## src/rtl/key_pkg.sv

```systemverilog
// Shared types and sizes for the HID key-slot event scheduler.
package key_pkg;

   localparam int NUM_SLOTS  = 6;
   localparam int SC_W       = 9;
   localparam int FIFO_DEPTH = 8;
   localparam int SLOT_W     = $clog2(NUM_SLOTS);

   // Per-slot tracker state: a slot is either quiet or owes the stream an event.
   typedef enum logic [1:0] {
      IDLE       = 2'd0,
      BREAK_PEND = 2'd1,
      MAKE_PEND  = 2'd2
   } slot_state_t;

   // One serialized key event as stored in the event FIFO.
   typedef struct packed {
      logic              pressed;
      logic [SLOT_W-1:0] slot;
      logic [SC_W-1:0]   code;
   } key_evt_t;

   // Cyclic successor of a slot index (NUM_SLOTS need not be a power of 2).
   function automatic logic [SLOT_W-1:0] next_slot(input logic [SLOT_W-1:0] s);
      return (s == SLOT_W'(NUM_SLOTS - 1)) ? '0 : s + 1'b1;
   endfunction

endpackage

```

## src/rtl/key_evt_fifo.sv

```systemverilog
// Synchronous first-word-fall-through FIFO of key events.
// The head is presented combinationally and forced to zero while empty.
import key_pkg::*;

module key_evt_fifo #(
   parameter int DEPTH = FIFO_DEPTH
) (
   input  logic                       clk,
   input  logic                       reset_n,
   input  logic                       push,
   input  key_evt_t                   push_data,
   input  logic                       pop,
   output key_evt_t                   head,
   output logic                       full,
   output logic                       empty,
   output logic [$clog2(DEPTH):0]     count
);

   localparam int AW = $clog2(DEPTH);
   localparam int CW = AW + 1;

   key_evt_t        mem [DEPTH];
   logic [AW-1:0]   wr_ptr;
   logic [AW-1:0]   rd_ptr;
   logic            do_push;
   logic            do_pop;

   // A push is refused at full even if a pop happens in the same cycle.
   assign do_push = push && !full;
   assign do_pop  = pop && !empty;

   assign full  = (count == CW'(DEPTH));
   assign empty = (count == '0);
   assign head  = empty ? '0 : mem[rd_ptr];

   // Pointer and occupancy bookkeeping; pointers wrap naturally (DEPTH is a power of 2).
   always_ff @(posedge clk) begin
      if (!reset_n) begin
         wr_ptr <= '0;
         rd_ptr <= '0;
         count  <= '0;
      end else begin
         if (do_push) wr_ptr <= wr_ptr + 1'b1;
         if (do_pop)  rd_ptr <= rd_ptr + 1'b1;
         case ({do_push, do_pop})
            2'b10:   count <= count + 1'b1;
            2'b01:   count <= count - 1'b1;
            default: count <= count;
         endcase
      end
   end

   // Storage array; contents are don't-care until written, the head mux hides them.
   always_ff @(posedge clk) begin
      if (do_push) mem[wr_ptr] <= push_data;
   end

endmodule

```

## src/rtl/key_slot_sched.sv

```systemverilog
// Watches every HID report slot, turns slot changes into make/break events,
// round-robin arbitrates them into an event FIFO and serves a valid/ready consumer.
import key_pkg::*;

module key_slot_sched (
   input  logic                      clk,
   input  logic                      reset_n,
   input  logic [NUM_SLOTS*SC_W-1:0] slot_scancode,
   output logic                      ev_valid,
   input  logic                      ev_ready,
   output logic                      ev_pressed,
   output logic [SC_W-1:0]           ev_code,
   output logic [SLOT_W-1:0]         ev_slot,
   output logic                      busy
);

   // Handshake: ev_valid means the FIFO head is on ev_pressed/ev_code/ev_slot;
   // the head is consumed at a rising edge where ev_valid && ev_ready, and it
   // stays stable while ev_valid is high and ev_ready is low. ev_* read 0 when
   // ev_valid is low.

   // Per-slot debug view of tracker state, snapshot and previous code.
   slot_state_t         slot_state [NUM_SLOTS];
   logic [SC_W-1:0]     slot_snap  [NUM_SLOTS];
   logic [SC_W-1:0]     slot_old   [NUM_SLOTS];
   logic [NUM_SLOTS-1:0] slot_req;
   logic [NUM_SLOTS-1:0] slot_gnt;

   logic [SLOT_W-1:0]   rr_ptr;
   logic                gnt_valid;
   logic [SLOT_W-1:0]   gnt_idx;
   logic                gnt_ok;
   key_evt_t            push_evt;

   key_evt_t            fifo_head;
   logic                fifo_full;
   logic                fifo_empty;
   logic [$clog2(FIFO_DEPTH):0] fifo_count;

   for (genvar i = 0; i < NUM_SLOTS; i++) begin : g_slot
      slot_state_t     state_q, state_nxt;
      logic [SC_W-1:0] snap_q, snap_nxt;
      logic [SC_W-1:0] old_q, old_nxt;
      logic [SC_W-1:0] cur_code;

      assign cur_code      = slot_scancode[i*SC_W +: SC_W];
      assign slot_state[i] = state_q;
      assign slot_snap[i]  = snap_q;
      assign slot_old[i]   = old_q;
      assign slot_req[i]   = (state_q != IDLE);

      // Next-state: sample the slot only when idle; owe a break for a previous
      // non-empty code, then a make for a non-empty new code.
      always_comb begin
         state_nxt = state_q;
         snap_nxt  = snap_q;
         old_nxt   = old_q;
         case (state_q)
            IDLE: begin
               if (cur_code != snap_q) begin
                  old_nxt   = snap_q;
                  snap_nxt  = cur_code;
                  state_nxt = (snap_q != '0) ? BREAK_PEND : MAKE_PEND;
               end
            end
            BREAK_PEND: begin
               if (slot_gnt[i]) state_nxt = (snap_q != '0) ? MAKE_PEND : IDLE;
            end
            MAKE_PEND: begin
               if (slot_gnt[i]) state_nxt = IDLE;
            end
            default: state_nxt = IDLE;
         endcase
      end

      // Slot tracker registers; reset clears the snapshot so held keys re-make.
      always_ff @(posedge clk) begin
         if (!reset_n) begin
            state_q <= IDLE;
            snap_q  <= '0;
            old_q   <= '0;
         end else begin
            state_q <= state_nxt;
            snap_q  <= snap_nxt;
            old_q   <= old_nxt;
         end
      end
   end

   // Round-robin search: first requesting slot at or after rr_ptr, cyclically.
   always_comb begin : arb
      int idx;
      gnt_valid = 1'b0;
      gnt_idx   = '0;
      idx       = 0;
      for (int k = 0; k < NUM_SLOTS; k++) begin
         idx = int'(rr_ptr) + k;
         if (idx >= NUM_SLOTS) idx = idx - NUM_SLOTS;
         if (!gnt_valid && slot_req[idx]) begin
            gnt_valid = 1'b1;
            gnt_idx   = SLOT_W'(idx);
         end
      end
   end

   // A grant is only issued when the FIFO can take the event this cycle.
   always_comb begin
      gnt_ok   = gnt_valid && !fifo_full;
      slot_gnt = '0;
      if (gnt_ok) slot_gnt[gnt_idx] = 1'b1;
   end

   // Build the event for the granted slot: break carries the old code, make the snapshot.
   always_comb begin
      push_evt.slot    = gnt_idx;
      push_evt.pressed = (slot_state[gnt_idx] == MAKE_PEND);
      push_evt.code    = push_evt.pressed ? slot_snap[gnt_idx] : slot_old[gnt_idx];
   end

   // Round-robin pointer moves past the slot that was just served.
   always_ff @(posedge clk) begin
      if (!reset_n) rr_ptr <= '0;
      else if (gnt_ok) rr_ptr <= next_slot(gnt_idx);
   end

   key_evt_fifo #(
      .DEPTH(FIFO_DEPTH)
   ) u_fifo (
      .clk      (clk),
      .reset_n  (reset_n),
      .push     (gnt_ok),
      .push_data(push_evt),
      .pop      (ev_ready),
      .head     (fifo_head),
      .full     (fifo_full),
      .empty    (fifo_empty),
      .count    (fifo_count)
   );

   assign ev_valid   = !fifo_empty;
   assign ev_pressed = fifo_head.pressed;
   assign ev_code    = fifo_head.code;
   assign ev_slot    = fifo_head.slot;
   assign busy       = (|slot_req) || (fifo_count != '0);

endmodule

```

## config.mk

```make
export PLATFORM = sky130hd
export DESIGN_NAME = key_slot_sched
export DESIGN_NICKNAME = d
export VERILOG_FILES = /design/src/rtl/key_pkg.sv /design/src/rtl/key_evt_fifo.sv /design/src/rtl/key_slot_sched.sv
export SDC_FILE = /design/constraint.sdc
export NUM_CORES = 1
export LEC_CHECK = 0
export BUFFER_PORTS_ARGS = -buffer_cell sky130_fd_sc_hd__buf_2
export CAP_MARGIN = 15
export CORE_ASPECT_RATIO = 0.7
export CORE_UTILIZATION = 35
export DETAILED_ROUTE_END_ITERATION = 6
export PLACE_DENSITY_LB_ADDON = 0.08
export SLEW_MARGIN = 20
export SYNTH_ARGS = -nofsm -noshare
export SYNTH_HDL_FRONTEND = slang
export SYNTH_HIERARCHICAL = 1
export SYNTH_SLANG_ARGS = --single-unit
```

## constraint.sdc

```tcl
create_clock -name clk -period 6.1 [get_ports clk]
set_input_delay 0.305 -clock clk [delete_from_list [all_inputs] [get_ports clk]]
set_output_delay 0.305 -clock clk [all_outputs]
set_load 0.01 [all_outputs]
```

==> results of run 1 <==
==> state kept, by name, summed over array words and instances, names as in the netlist, named ones only <==
signal	count
g_slot.old_q	54
g_slot.snap_q	54
g_slot.state_q	12
rr_ptr	3
u_fifo/count	4
u_fifo/mem	104
u_fifo/rd_ptr	3
u_fifo/wr_ptr	3
==> worst min path at each step <==
stage | slack [ns] | to | cells after the start | startpoint
floorplan | 0.42 | g_slot[1].state_q[1]$_SDFFE_PN0P_ | 2 | reset_n
global placement | 0.47 | g_slot[1].old_q[1]$_SDFFE_PN0P_ | 2 | g_slot[1].old_q[1]$_SDFFE_PN0P_
detailed placement | 0.48 | g_slot[0].old_q[0]$_SDFFE_PN0P_ | 2 | g_slot[0].old_q[0]$_SDFFE_PN0P_
CTS | 0.00004 | g_slot[3].snap_q[4]$_SDFFE_PN0P_ | 3 | slot_scancode[31]
global route | 0.006 | g_slot[3].snap_q[4]$_SDFFE_PN0P_ | 3 | slot_scancode[31]
finish | 0.02 | g_slot[3].snap_q[4]$_SDFFE_PN0P_ | 3 | slot_scancode[31]
==> cell usage in the layout (no fill, tap or decap), drive strengths merged, types with 6 or more instances in the layout <==
master       count
mux2i          163
nor2           154
dfxtp          136
edfxtp         104
buf             96
nand2           87
a21oi           57
nor4            42
xnor2           41
clkbuf          32
mux4            28
xor2            24
nor3            20
ha              19
dlygate4sd3     19
inv             16
nand3           15
and3            13
nor2b           13
clkinv          13
nor3b           12
o21ai           12
or2             10
nand2b           8
nand4            7
a31oi            7
and2             6
==> stage by stage <==
| step | setup slack, ns | utilization [%] |
|---|---|---|
| final | 0.470 | 41.7 |
| after global routing | -0.0472 | 41.7 |
| after CTS | 0.306 | 41.4 |
| after detailed placement | 0.354 | 38.6 |
| after global placement | 0.519 | 38.6 |
| after floorplan | 1.39 | - |
==> cell type report <==
class	instances	share of cell area (%)
Clock buffer	32	4.76
Inverter	16	0.434
Tap cell	464	4.11
Multi-Input combinational cell	806	43.4
Sequential cell	240	41.4
Clock inverter	14	0.699
Timing Repair Buffer	115	5.19
==> timing repair <==
action                                  4_1_cts  5_1_grt
hold endpoints to repair                     19        0
gates resized for setup                       0        9
endpoints found under the setup margin        0       72
hold buffers                                 19        0
==> worst max-delay path, cell delays in order (launching register included) <==
cell	delay (ns)
dfxtp_1	0.61
inv_1	0.22
ha_1	0.54
inv_1	0.23
ha_1	0.24
a211o_1	0.31
a32o_1	0.27
o21ai_1	0.19
nor2b_1	0.25
nand3_1	0.17
nor3_1	0.41
nor4b_1	0.11
o21ai_1	0.48
o221ai_4	0.42
buf_4	0.30
nor4_1	0.49
nor4_4	0.11
==> logic make-up after synthesis <==
logic type,after synthesis,share of synthesized area (%)
adders and majority gates,19,1.95
DFF,240,47.9
buffers and inverters,78,2.93
xor gates and xnor gates,65,4.72
muxes,192,18.6
and+or+nand+nor,410,17.1
AOI/OAI and AO/OA,119,6.79
==> routing by layer <==
metal	GRT usage, %	up-vias	part of all wire, %
met5	0	-	0
met4	2.98	0	1.4
met3	3.28	38	5.4
met2	27.2	184	40
met1	30.3	4261	53
li1	-	4260	-
==> run metrics, run 1 <==
Critical Path End Type=register; CTS Buf Count=26; Synth async-reset ratio=0%; top cell type's share of synthesized area=between 20 and 30%; CP startpoint=rr_ptr[1]$_SDFFE_PN0P_; most common cell in the synthesized netlist=mux2i_1; post-route ant nets=0; final setup fails=0; Cells after DPL=1,621; I/O Buffers=71; H-tree Lvls=1; post-CTS setup buffers=0; cell area after synthesis=12,200 um2; routed len/inst=roughly 20 um; non-filler cells, final=1,687; Worst Tran Pin Value=1.09 ns; Max Cap Viol=0; Max Fclk=178 MHz; Ports=72; Worst EP arrival=5.89 ns; Diodes inserted=0; clock sinks=240; Clk Latency, worst-skew pair=0.55 ns; reg2reg setup slack=0.47 ns; Root Driver=clkbuf_16; Via Count=8,743; largest net degree at the start of global routing=83; vias in the first global route=8,491; die span in x=225 um; Mapped Cells=1,123; Placed Area=~13,000 um2; Yosys top cell by area=edfxtp_1; Nets=1,281; largest cells by area after synthesis=edfxtp_1, dfxtp_1, mux2i_1, mux4_2, nor2_1; fin. max-slew vios=0; prevailing post-synth register cell=dfxtp_1; Worst Hold Class=in2reg; register area share after synthesis=47.9%; Core Area=~34,000 um2; Hold Vio Cnt, Final=0; layout cell share with drive strength beyond 1=17.1%; Worst R2R Start=rr_ptr[1]$_SDFFE_PN0P_; Bufs on Longest Clock Path=3; Rows=56; DRT iter0 DRCs=630; Crit Path Class=reg2reg; first-pass GRT wire length=51,700 um; worst-path maximum fanout=18; Yosys reg bits=240; worst hold slack=0.0173 ns; R2R Path End=u_fifo/mem[4][0]$_DFFE_PP_; Post-Route WL=33,800 um; Reg clk slew, reported paths=0.06 ns; Slew headroom=27.6%; Critical Path RT=between 6 and 7 ns; Ys Warns=6; multi-input logic area=6140 um2; Initial Utilization=36.0%; EDFF count, synth=~100; Sequential Area=5850 um2; Startpoint Class=register; Area Overhead vs Synth=15.7%; top post-synthesis cells by count=mux2i_1, nor2_1, dfxtp_1; Synth Net Count=1,199; filler instances=3,300; Tmin final=5.63 ns; Placer Congestion=0.832; Syn Area/Cell=10.9 um2; Fin Setup TNS=0 ns; drc violations=0; Pre-Repair DR Iteration Count=5; status=completed; CP endpoint=u_fifo/mem[4][0]$_DFFE_PP_; CTS tree=built; clock skew=0.0228 ns; die area=35,700 um2; Die Y-Extent=158 um; GRT Overall Usage=19.2%; fin area=~14,000 um2; Synth cell types=80; Tcrit/Tclk final=92.3%; vias per inst=5.18; dpl hpwl=roughly 23,000 um; reg2reg path depth=16; initial antenna violation count=0; total grt overflow=0
Power of run 1 is not shown: default switching activity piles up to over one toggle a cycle in this logic, so the estimate is an artifact.
==> run 2: changes to the inputs <==
PLACE_DENSITY = 0.55   (was not set)
PLACE_DENSITY_LB_ADDON = not set   (was 0.08)
==> run metrics, run 2 (synthesis gave the netlist of run 1 again) <==
status=completed; critical path, cell by cell=inv_1 -> ha_1 -> inv_1 -> ha_1 -> a211o_1 -> a32o_1 -> o21ai_1 -> nor2b_1 -> nand3_1 -> or4_4 -> o22ai_4 -> inv_2 -> o221ai_4 -> buf_4 -> nor2_1 -> nor4_2; Area Overhead vs Synth=14.8%; vias per inst=5.28; Worst Hold Class=in2reg; Max Cap Viol=0; vias in the first global route=8,280; DRT iter0 DRCs=~620; CP startpoint=rr_ptr[1]$_SDFFE_PN0P_; Top reg by flops=u_fifo/mem; Worst EP arrival=5.80 ns; final setup fails=0; Core Area=approximately 34,000 um2; Reg clk slew, reported paths=0.06 ns; hold path start=slot_scancode[21]; Sequential Area=5850 um2; Bufs on Longest Clock Path=3; met1 WL=17,700 um; metal3 WL=1900 um; largest net degree at the start of global routing=88; max reg flops=between 100 and 150; CTS Buf Count=25; Root Driver=clkbuf_16; Initial Utilization=36.0%; Hold Path Depth=3; Critical Path RT=6.33 ns; Nets=~1,300; fin. max-slew vios=0; worst stage delay on the critical path=0.71 ns; Critical Path End Type=register; Worst R2R Start=rr_ptr[1]$_SDFFE_PN0P_; Tcrit/Tclk final=91.3%; worst-path maximum fanout=44; die span in x=225 um; Crit Path Class=reg2reg; multi-input logic area=6060 um2; Startpoint Class=register; first-pass GRT wire length=just over 50,000 um; die area=35,700 um2; clock sinks=240; reg2reg path depth=16; Worst Tran Pin Value=1.10 ns; CTS tree=built; Crit-path slowest cell=nor4_2; Placer Congestion=0.892; Post-Route WL=approximately 33,000 um; Ports=72; Slew headroom=26.2%; Clk Latency, worst-skew pair=0.54 ns; layout cell share with drive strength beyond 1=between 10% and 20%; I/O Buffers=71; GRT Overall Usage=approximately a fifth; post-route ant nets=0; routed len/inst=between 15 and 20 um; biggest regs=u_fifo/mem x104, g_slot.old_q x54, g_slot.snap_q x54; Die Y-Extent=158 um; filler instances=between 3,000 and 4,000; reg2reg setup slack=between 0.5 and 0.6 ns; Via Count=8,847; post-CTS setup buffers=0; metal2 WL=around 13,000 um; clock skew=around 0.011 ns; Stages on worst setup path=16; Max Fclk=180 MHz; Rows=56; critical path buffer and inverter count=4; total grt overflow=0; Fin Setup TNS=0 ns; H-tree Lvls=1; CP delay by family, top=simple AND/OR/NAND/NOR gates; most common cell after layout, fill and taps aside=mux2i_1; highest metal used=met4; Tmin final=between 5 and 6 ns; initial antenna violation count=1; most frequent cells in the layout=mux2i_1, nor2_1, dfxtp_1; Hold Vio Cnt, Final=0; unrepaired setup endpoints after global routing=no; Pre-Repair DR Iteration Count=5; dpl hpwl=23,400 um; drc violations=0
==> run 2: cell types whose count changed in the layout (fill, tap and decap cells not counted), sizes merged <==
cell and delta:
buf -1, clkinv -5, diode +1, inv +1, dlygate4sd3 -11, bufinv +4, o221ai -1, clkbuf -6
clkinvlp +6
==> run 2: area by class of cell <==
| type | count | share of cell area [%] |
|---|---|---|
| tap | 464 | 4.14 |
| clock buffer | 26 | 4.49 |
| clock inverter | 20 | 1.66 |
| sequential | 240 | 41.7 |
| multi-input combinational | 805 | 43.2 |
| inverter | 16 | 0.437 |
| timing repair buffer | 103 | 4.39 |
| antenna | 1 | 0.0178 |
==> run 2: final timing paths <==
kind,to
worst max-delay path,u_fifo/mem[4][6]$_DFFE_PP_
worst min-delay path,g_slot[2].snap_q[3]$_SDFFE_PN0P_
worst max register to register,u_fifo/mem[4][6]$_DFFE_PP_
worst min register to register,g_slot[4].old_q[6]$_SDFFE_PN0P_
==> run 2: metrics by stage <==
step                      util, %  area, um2  setup WS, ns  instances  hold WS (ns)
after floorplan                 -      12200          1.39       1123         0.421
after global placement       38.6      13100         0.717       1620         0.472
after detailed placement     38.6      13100         0.611       1620         0.482
after CTS                    41.4      14000         0.568       1674      0.000394
after global routing         41.4      14000         0.126       1674        0.0115
final                        41.4      14000         0.532       1675        0.0257
==> run 2: tightest hold or removal path: stages <==
cell and delay (ns):
buf_2 0.11, nand2_1 0.05, a21oi_1 0.05
==> run 2: routing by layer <==
metal  up-vias  track usage, %
li1       4231               -
met1      4344            30.1
met2       238            25.8
met3        34            2.95
met4         0            3.37
met5         -               0
==> run 2: repair_timing <==
action	CTS	global route
gates resized for setup	0	0
hold buffers	8	0
endpoints found under the hold margin	8	0
Power of run 2 is left out for the same reason.
